## src/rtl/store_buffer.sv

```systemverilog
// store_buffer: in-order store queue between the load/store reservation station and data memory.
//
// Stores are allocated at dispatch, filled with address/data at execute, committed by the ROB and
// drained in order to memory over a valid/ready port. Younger loads are checked against older
// in-flight stores for forwarding or stall.
//
// Optional feature macro: STORE_BUFFER_FWD_EN
//   defined   - address-matching store-to-load forwarding
//   undefined - no comparators; any load with older in-flight stores stalls
//
// Ports:
//   clk, rst_n                         clock, asynchronous active-low reset
//   alloc_valid/ready/id/tail          dispatch allocation; alloc_tail carries the wrap bit
//   exec_valid/id/addr/data/funct3     AGU fill of an allocated entry
//   commit_valid/id                    ROB retirement of a store
//   flush                              drop all uncommitted entries
//   mem_req_valid/ready/addr/data/funct3  in-order drain of committed head store
//   fwd_valid/addr/tail                load lookup over [head, fwd_tail)
//   fwd_hit/data/stall                 combinational lookup result
module store_buffer #(
    parameter int unsigned ADDR_WIDTH = 32,
    parameter int unsigned DATA_WIDTH = 32,
    parameter int unsigned FIFO_DEPTH = 8,
    localparam int unsigned SID_W = $clog2(FIFO_DEPTH)
) (
    input  logic                  clk,
    input  logic                  rst_n,
    input  logic                  alloc_valid,
    output logic                  alloc_ready,
    output logic [SID_W-1:0]      alloc_id,
    output logic [SID_W:0]        alloc_tail,
    input  logic                  exec_valid,
    input  logic [SID_W-1:0]      exec_id,
    input  logic [ADDR_WIDTH-1:0] exec_addr,
    input  logic [DATA_WIDTH-1:0] exec_data,
    input  logic [2:0]            exec_funct3,
    input  logic                  commit_valid,
    input  logic [SID_W-1:0]      commit_id,
    input  logic                  flush,
    output logic                  mem_req_valid,
    input  logic                  mem_req_ready,
    output logic [ADDR_WIDTH-1:0] mem_req_addr,
    output logic [DATA_WIDTH-1:0] mem_req_data,
    output logic [2:0]            mem_req_funct3,
    input  logic                  fwd_valid,
    input  logic [ADDR_WIDTH-1:0] fwd_addr,
    input  logic [SID_W:0]        fwd_tail,
    output logic                  fwd_hit,
    output logic [DATA_WIDTH-1:0] fwd_data,
    output logic                  fwd_stall
);

    typedef enum logic [1:0] {StFree, StAlloc, StReady, StCommitted} ent_state_e;

    localparam logic [SID_W:0] PtrOne = (SID_W + 1)'(1);
    localparam logic [SID_W:0] PtrFull = (SID_W + 1)'(FIFO_DEPTH);

    ent_state_e            state_q [FIFO_DEPTH];
    ent_state_e            state_d [FIFO_DEPTH];
    logic [ADDR_WIDTH-1:0] addr_q  [FIFO_DEPTH];
    logic [DATA_WIDTH-1:0] data_q  [FIFO_DEPTH];
    logic [2:0]            funct3_q[FIFO_DEPTH];

    logic [SID_W:0]   head_q, head_d, tail_q, tail_d, ncommit_q, ncommit_d, count_d;
    logic             ready_q;
    logic             do_alloc, exec_ok, commit_ok, do_drain;
    logic [SID_W-1:0] head_idx, flush_off;

    assign head_idx   = head_q[SID_W-1:0];
    assign alloc_ready = ready_q;
    assign alloc_id    = tail_q[SID_W-1:0];
    assign alloc_tail  = tail_q;

    assign mem_req_valid  = (state_q[head_idx] == StCommitted);
    assign mem_req_addr   = addr_q[head_idx];
    assign mem_req_data   = data_q[head_idx];
    assign mem_req_funct3 = funct3_q[head_idx];

    assign do_alloc  = alloc_valid && ready_q && !flush;
    // Exec only fills live, not-yet-committed entries.
    assign exec_ok   = exec_valid &&
                       (state_q[exec_id] == StAlloc || state_q[exec_id] == StReady);
    assign commit_ok = commit_valid && (state_q[commit_id] == StReady);
    assign do_drain  = mem_req_valid && mem_req_ready;

    always_comb begin
        state_d   = state_q;
        head_d    = head_q;
        tail_d    = tail_q;
        ncommit_d = ncommit_q;
        flush_off = '0;
        if (do_alloc) begin
            state_d[tail_q[SID_W-1:0]] = StAlloc;
            tail_d = tail_q + PtrOne;
        end
        if (exec_ok) begin
            state_d[exec_id] = StReady;
        end
        if (commit_ok) begin
            state_d[commit_id] = StCommitted;
            ncommit_d = ncommit_d + PtrOne;
        end
        if (do_drain) begin
            state_d[head_idx] = StFree;
            head_d    = head_q + PtrOne;
            ncommit_d = ncommit_d - PtrOne;
        end
        // Flush keeps only the committed run starting at the post-drain head.
        if (flush) begin
            tail_d = head_d + ncommit_d;
            for (int i = 0; i < FIFO_DEPTH; i++) begin
                flush_off = SID_W'(i) - head_d[SID_W-1:0];
                if ({1'b0, flush_off} >= ncommit_d) begin
                    state_d[i] = StFree;
                end
            end
        end
        count_d = tail_d - head_d;
    end

    always_ff @(posedge clk or negedge rst_n) begin
        if (!rst_n) begin
            head_q    <= '0;
            tail_q    <= '0;
            ncommit_q <= '0;
            ready_q   <= 1'b1;
            for (int i = 0; i < FIFO_DEPTH; i++) begin
                state_q[i]  <= StFree;
                addr_q[i]   <= '0;
                data_q[i]   <= '0;
                funct3_q[i] <= '0;
            end
        end else begin
            head_q    <= head_d;
            tail_q    <= tail_d;
            ncommit_q <= ncommit_d;
            ready_q   <= (count_d != PtrFull);
            state_q   <= state_d;
            if (exec_ok) begin
                addr_q[exec_id]   <= exec_addr;
                data_q[exec_id]   <= exec_data;
                funct3_q[exec_id] <= exec_funct3;
            end
        end
    end

    logic [SID_W:0] fwd_n;
    assign fwd_n = fwd_tail - head_q;

`ifdef STORE_BUFFER_FWD_EN
    logic unused_fwd;
    assign unused_fwd = ^fwd_addr[1:0];

    // Walking oldest to youngest and letting later decisions overwrite is equivalent to
    // stopping at the first decision from the youngest end.
    always_comb begin
        fwd_hit   = 1'b0;
        fwd_stall = 1'b0;
        fwd_data  = '0;
        if (fwd_valid) begin
            for (int k = 0; k < FIFO_DEPTH; k++) begin
                if ((SID_W + 1)'(k) < fwd_n) begin
                    if (state_q[head_idx + SID_W'(k)] == StAlloc) begin
                        fwd_hit   = 1'b0;
                        fwd_stall = 1'b1;
                        fwd_data  = '0;
                    end else if ((state_q[head_idx + SID_W'(k)] == StReady ||
                                  state_q[head_idx + SID_W'(k)] == StCommitted) &&
                                 (addr_q[head_idx + SID_W'(k)][ADDR_WIDTH-1:2] ==
                                  fwd_addr[ADDR_WIDTH-1:2])) begin
                        if (funct3_q[head_idx + SID_W'(k)] == 3'b010) begin
                            fwd_hit   = 1'b1;
                            fwd_stall = 1'b0;
                            fwd_data  = data_q[head_idx + SID_W'(k)];
                        end else begin
                            fwd_hit   = 1'b0;
                            fwd_stall = 1'b1;
                            fwd_data  = '0;
                        end
                    end
                end
            end
        end
    end
`else
    logic unused_fwd;
    assign unused_fwd = ^fwd_addr;

    assign fwd_hit   = 1'b0;
    assign fwd_data  = '0;
    assign fwd_stall = fwd_valid && (fwd_n != '0);
`endif

endmodule

```

## config.mk

```make
export PLATFORM = sky130hd
export DESIGN_NAME = store_buffer
export DESIGN_NICKNAME = d
export VERILOG_FILES = /design/src/rtl/store_buffer.sv
export SDC_FILE = /design/constraint.sdc
export NUM_CORES = 1
export LEC_CHECK = 0
export CAP_MARGIN = 20
export CORE_ASPECT_RATIO = 2
export CORE_UTILIZATION = 40
export CTS_BUF_LIST = sky130_fd_sc_hd__clkbuf_4 sky130_fd_sc_hd__clkbuf_8
export CTS_CLUSTER_SIZE = 10
export DETAILED_ROUTE_END_ITERATION = 7
export HOLD_SLACK_MARGIN = 0.12
export PLACE_DENSITY_LB_ADDON = 0.2
export SLEW_MARGIN = 25
export SYNTH_ARGS = -nofsm -noshare
export SYNTH_HDL_FRONTEND = slang
export SYNTH_SLANG_ARGS = --single-unit
```

## constraint.sdc

```tcl
create_clock -name clk -period 8.4 [get_ports clk]
set_input_delay 1.68 -clock clk [delete_from_list [all_inputs] [get_ports clk]]
set_output_delay 1.68 -clock clk [all_outputs]
set_load 0.03 [all_outputs]
```

==> results of run 1 <==
## worst max-delay path: stages (launching register included)
cell,delay [ps]
dfrtp_4,790
clkinv_2,590
buf_4,570
nor2_4,640
buf_4,430
a221o_1,200
o21ai_0,100
o21ai_0,230
clkdlybuf4s50_1,770
## kinds of logic after synthesis
logic type	synth area share
other cells	0.000139
mux	0.288
buf+inv	0.0355
xor+xnor	0.00711
fa+ha+maj	0.0136
simple gates	0.0283
compound gates	0.102
flops	0.525
## cells in the final DEF, fill, tap and decap left out, drive strengths merged, types with 7 or more instances in the layout
| master | instances |
|---|---|
| a21o | 11 |
| a21oi | 21 |
| a221o | 32 |
| a221oi | 77 |
| a22oi | 73 |
| buf | 38 |
| clkbuf | 139 |
| clkdlybuf4s50 | 160 |
| clkinv | 7 |
| conb | 33 |
| dfrtp | 564 |
| ha | 26 |
| inv | 23 |
| mux2 | 628 |
| mux2i | 53 |
| mux4 | 7 |
| nand2 | 67 |
| nand2b | 10 |
| nand3 | 8 |
| nor2 | 39 |
| nor2b | 9 |
| o21ai | 107 |
| o221ai | 7 |
| o22ai | 29 |
| xnor2 | 13 |
| xor2 | 8 |
## final cells by class
type,count,area [sq um]
multi-input cells,1311,12000
clock buffers,139,1730
flip-flops and latches,565,14200
well taps,884,1110
fillers,6099,35500
diodes,2,5.00
clock inverters,12,78.8
repair buffers,198,2000
inverters,23,87.6
## power breakdown
group	total, mW	internal (mW)	switching [mW]	leakage (nW)
clock network	2.36	1.30	1.07	0.952
registers	4.63	3.93	0.702	7.38
logic	5.47	2.54	2.94	5.84
## registers in the layout, summed over array words and instances, names as in the netlist
name,flops
funct3_q,24
data_q,256
ncommit_q,4
addr_q,256
state_q,16
alloc_tail,4
head_q,4
alloc_ready,1
## routing by layer
layer  up-vias  wire (um)  GRT usage
met4        10       2410     0.0901
met1      9457      30200      0.273
met3       158       3510     0.0368
met2       498      39300      0.398
met5         -         74          0
li1       7853          -          -
## per-stage QoR
step	util	hold slack (ps)	instances	instance area (sq um)	worst slack (ps)
detailed placement	0.440	488	2980	29400	1810
global route	0.467	512	3134	31200	1560
global placement	0.439	481	2979	29300	1860
floorplan	-	474	2078	27000	3240
CTS	0.467	505	3131	31200	1580
finish	0.467	501	3134	31200	1680
## how the worst min path moves through the flow
stage | to | slack [ps]
after global placement | addr_q[14]$_DFFE_PN0P_ | 480
after floorplan | data_q[25]$_DFFE_PN0P_ | 470
final | data_q[73]$_DFFE_PN0P_ | 500
after detailed placement | data_q[20]$_DFFE_PN0P_ | 490
after CTS | addr_q[41]$_DFFE_PN0P_ | 510
after global routing | addr_q[95]$_DFFE_PN0P_ | 510
==> flow_metrics.py, run 1 <==
metrics = {
    "status": {
        "status": "finished clean",
    },
    "setup_path": {
        "r2r_start": "head_q[0]$_DFF_PN0_",
        "cp_data_arrival_time_ps": 5040,
        "cp-start-kind": "register",
        "critPathCaptureType": "output port",
        "crit_fanout": 54,
        "rrSetupSlack_ps": 2510,
        "r2r_cells": 13,
        "path_class": "reg -> out",
        "r2r-end": "alloc_ready$_DFF_PN1_",
        "cp-endpoint": "mem_req_data[24]",
        "crit_path_start": "head_q[0]$_DFF_PN0_",
        "required_ps": 6720,
    },
    "floorplan": {
        "coreArea_sq_mm": 0.0667,
        "die_h_um": 369,
        "ios": 227,
        "die_w_um": 185,
        "dieArea_sq_mm": 0.0684,
        "start_util": 0.404,
        "rows": 134,
    },
    "drt": {
        "firstDrtPassIters": 6,
        "drcViolationCount": 0,
        "vias_per_cell": 5.74,
        "drt-initial-drc-count": 963,
        "wl_per_cell_um": 24.1,
        "wl_um": 75500,
        "vias": 18000,
        "final_antenna_net_count": 0,
    },
    "clock_network": {
        "clkLatencyLatePin_ps": 670,
        "ctsHtreeMaxLevel": 3,
        "clock-sinks": 565,
        "cts_hold_buf": 0,
        "path_clk_slew_ps": 60,
        "cts_tree": "built",
        "cts-root-buf": "clkbuf_8",
        "clock_path_buffers": 3,
        "cts_made_buffers": 83,
        "post_cts_resized": 0,
        "post_cts_buffers": 0,
    },
    "final_layout": {
        "drive_above_1_share": 0.379,
        "area_delta_synth_final_pct": 15.8,
        "nets": 2327,
    },
    "sta": {
        "tightest_slew_ps": 1060,
        "drv_slew": 0,
        "final.setup.tns_ps": 0,
        "fin_worst_skew_ps": 28.8,
        "period_share": 0.800,
        "rsz0062_at_grt": "no",
        "slew_headroom": 0.290,
        "hold_viol_final": 0,
        "period_needed_ps": 6720,
        "setup_violations": 0,
        "fmax_ghz": 0.149,
    },
    "global_route": {
        "grtUsageTotal": 0.227,
        "grt_pass1_vias": 19400,
        "antenna_found_initial": 7,
        "grt_max_degree": 170,
        "grt_first_pass_wirelength_um": 117000,
        "grt_overflow": 0,
    },
    "logic_synthesis": {
        "synth_top_area_frac": 0.524,
        "yosys-top-cells-area": "dfrtp_1 52%, mux2_2 26%, a221oi_1 2.5%, a22oi_1 2.0%, mux2i_1 2.0%",
        "synthCells": 2046,
        "synth_edf_count": 0,
        "synth.avg_cell_area_sq_um": 13.2,
        "syn-cell-area_sq_mm": 0.0269,
        "yosysTopAreaCell": "dfrtp_1",
        "async_reset_ff_frac": 1.00,
        "ys_seq_area_frac": 0.525,
        "ys_ff_latch": 565,
        "yosysWarnings": 0,
        "ys_top_cells_by_count": "628 x mux2_2, 564 x dfrtp_1, 105 x o21ai_0",
        "synth_ff_type": "dfrtp_1",
        "yosysMostFrequentCell": "mux2_2",
        "yosysUniqueCellTypes": 60,
    },
    "worst_hold_path": {
        "min_from": "data_q[73]$_DFFE_PN0P_",
        "hold_path.class": "reg -> reg",
        "min_path_cells": 1,
    },
    "placed_design": {
        "gp_congestion": 0.860,
        "io_buffers": 161,
        "dp_hpwl_um": 44000,
    },
    "power": {
        "max-vdd-ir-drop_uv": 218,
        "total_power_mw": 12.5,
        "p_leak_nw": 14.2,
        "power_density_mw_per_mm2": 400,
    },
    "job": {
        "cap_violations": 0,
    },
}
Power figures use the tool's default switching activity.
==> run 2, diff against run 1 <==
- clock period: 8.4 -> 6 ns (I/O delays scaled with it)
==> flow_metrics.py, run 2 (synthesis gave the netlist of run 1 again) <==
metrics = {
    "floorplan": {
        "start_util": 0.404,
        "dieArea_sq_mm": 0.0684,
        "die_h_um": 369,
        "ios": 227,
        "die_w_um": 185,
        "coreArea_sq_mm": 0.0667,
        "rows": 134,
    },
    "drt": {
        "final_antenna_net_count": 0,
        "wl_per_cell_um": 23.9,
        "drcViolationCount": 0,
        "drt-initial-drc-count": 1017,
        "wl_um": 75100,
        "vias_per_cell": 5.77,
        "firstDrtPassIters": 6,
        "vias": 18100,
    },
    "setup_path": {
        "cp_data_arrival_time_ps": 4190,
        "cp-start-kind": "register",
        "path_class": "reg -> out",
        "r2r_start": "head_q[0]$_DFF_PN0_",
        "required_ps": 4800,
        "rrSetupSlack_ps": 1300,
        "worstPathCellList": "buf_4 -> mux2_2 -> a221oi_1 -> o22ai_1 -> clkdlybuf4s50_1",
        "critPathCaptureType": "output port",
        "slowest_delay_ps": 950,
        "r2r-end": "alloc_ready$_DFF_PN1_",
        "r2r_cells": 16,
        "slowest_stage": "dfrtp_4",
        "crit_fanout": 51,
    },
    "final_layout": {
        "multi_input_area_sq_mm": 0.0120,
        "fillers": 6194,
        "area_delta_synth_final_pct": 16.3,
        "reg.largest.list": "addr_q: 256 flops, data_q: 256 flops, funct3_q: 24 flops",
        "drive_above_1_share": 0.380,
        "nets": 2336,
        "final_area_sq_mm": 0.0313,
        "register_area_sq_mm": 0.0142,
        "finalNonFillerCells": 3138,
        "final_common_cell": "mux2_2",
        "layout_common_cells": "628 x mux2_2, 561 x dfrtp_1, 160 x clkdlybuf4s50_1",
    },
    "placed_design": {
        "dpl.cell_count": 2988,
        "placed_area_sq_mm": 0.0295,
        "dpl_worst_slack_ps": 637,
        "gp_congestion": 0.837,
        "dp_hpwl_um": 43200,
        "io_buffers": 161,
    },
    "clock_network": {
        "cts_made_buffers": 85,
        "clkLatencyLatePin_ps": 660,
        "clock-sinks": 565,
        "post_cts_resized": 0,
        "path_clk_slew_ps": 60,
        "clock_path_buffers": 3,
        "cts_tree": "built",
        "cts-root-buf": "clkbuf_8",
        "post_cts_buffers": 0,
        "cts_hold_buf": 0,
        "ctsHtreeMaxLevel": 3,
    },
    "global_route": {
        "grt_first_pass_wirelength_um": 118000,
        "grtUsageTotal": 0.226,
        "grt_overflow": 0,
        "antenna_found_initial": 6,
        "grt_max_degree": 152,
        "grt_pass1_vias": 19700,
    },
    "sta": {
        "setup_violations": 0,
        "rsz0062_at_grt": "no",
        "period_share": 0.899,
        "fin_worst_skew_ps": 24.5,
        "drv_slew": 0,
        "hold_viol_final": 0,
        "tightest_slew_ps": 965,
        "final.setup.tns_ps": 0,
        "setup_slack_ps": 607,
        "slew_headroom": 0.352,
        "period_needed_ps": 5390,
        "fmax_ghz": 0.185,
    },
    "power": {
        "power_density_mw_per_mm2": 561,
        "max-vdd-ir-drop_uv": 351,
        "p_leak_nw": 14.2,
    },
    "status": {
        "status": "finished clean",
    },
    "worst_hold_path": {
        "min_path_cells": 1,
        "whs_endpoint": "addr_q[157]$_DFFE_PN0P_",
        "min_from": "addr_q[157]$_DFFE_PN0P_",
        "hold_path.class": "reg -> reg",
    },
    "job": {
        "cap_violations": 0,
    },
}
-- run 2: power breakdown --
part           internal (mW)  switching [mW]  total [mW]
sequential              5.50            1.05        6.55
combinational           3.59            4.03        7.62
clock                   1.89            1.48        3.38
-- run 2: how the worst max path moves through the flow --
| stage | cells past startpoint | to | start | slack [ps] |
|---|---|---|---|---|
| after floorplan | 14 | alloc_ready$_DFF_PN1_ | commit_id[0] | 1320 |
| after global placement | 16 | alloc_ready$_DFF_PN1_ | commit_id[0] | 600 |
| after detailed placement | 16 | alloc_ready$_DFF_PN1_ | commit_id[0] | 640 |
| after CTS | 5 | mem_req_data[21] | head_q[2]$_DFF_PN0_ | 600 |
| after global routing | 5 | mem_req_data[13] | head_q[2]$_DFF_PN0_ | 500 |
| final | 5 | mem_req_data[21] | head_q[2]$_DFF_PN0_ | 610 |
-- run 2: stage by stage --
step / power (mW) / util / hold slack [ps]
after floorplan: 11.4 / - / 474
after global placement: 14.0 / 0.442 / 481
after detailed placement: 14.3 / 0.442 / 488
after CTS: 17.7 / 0.469 / 504
after global routing: 18.6 / 0.469 / 512
final: 17.6 / 0.469 / 498
-- run 2: layout make-up --
class	count	area share
antenna	1	0.0000799
clock buffer	140	0.0551
clock inverter	9	0.00320
inverter	23	0.00280
multi-input combinational	1311	0.384
sequential	565	0.452
tap	884	0.0353
timing repair buffer	205	0.0674
-- run 2: routing by layer --
metal	track usage	wire [um]	vias to the layer above
met2	0.395	38800	561
li1	-	-	7846
met1	0.274	30100	9528
met5	0	66	-
met4	0.0871	2300	10
met3	0.0389	3810	172
-- run 2: worst max-delay path: cells and delay by family (launching register included) --
family	cells	cell delay (ps)
buffers and inverters	2	1600
flip-flops	1	950
AO/OA/AOI/OAI	2	560
multiplexers	1	300
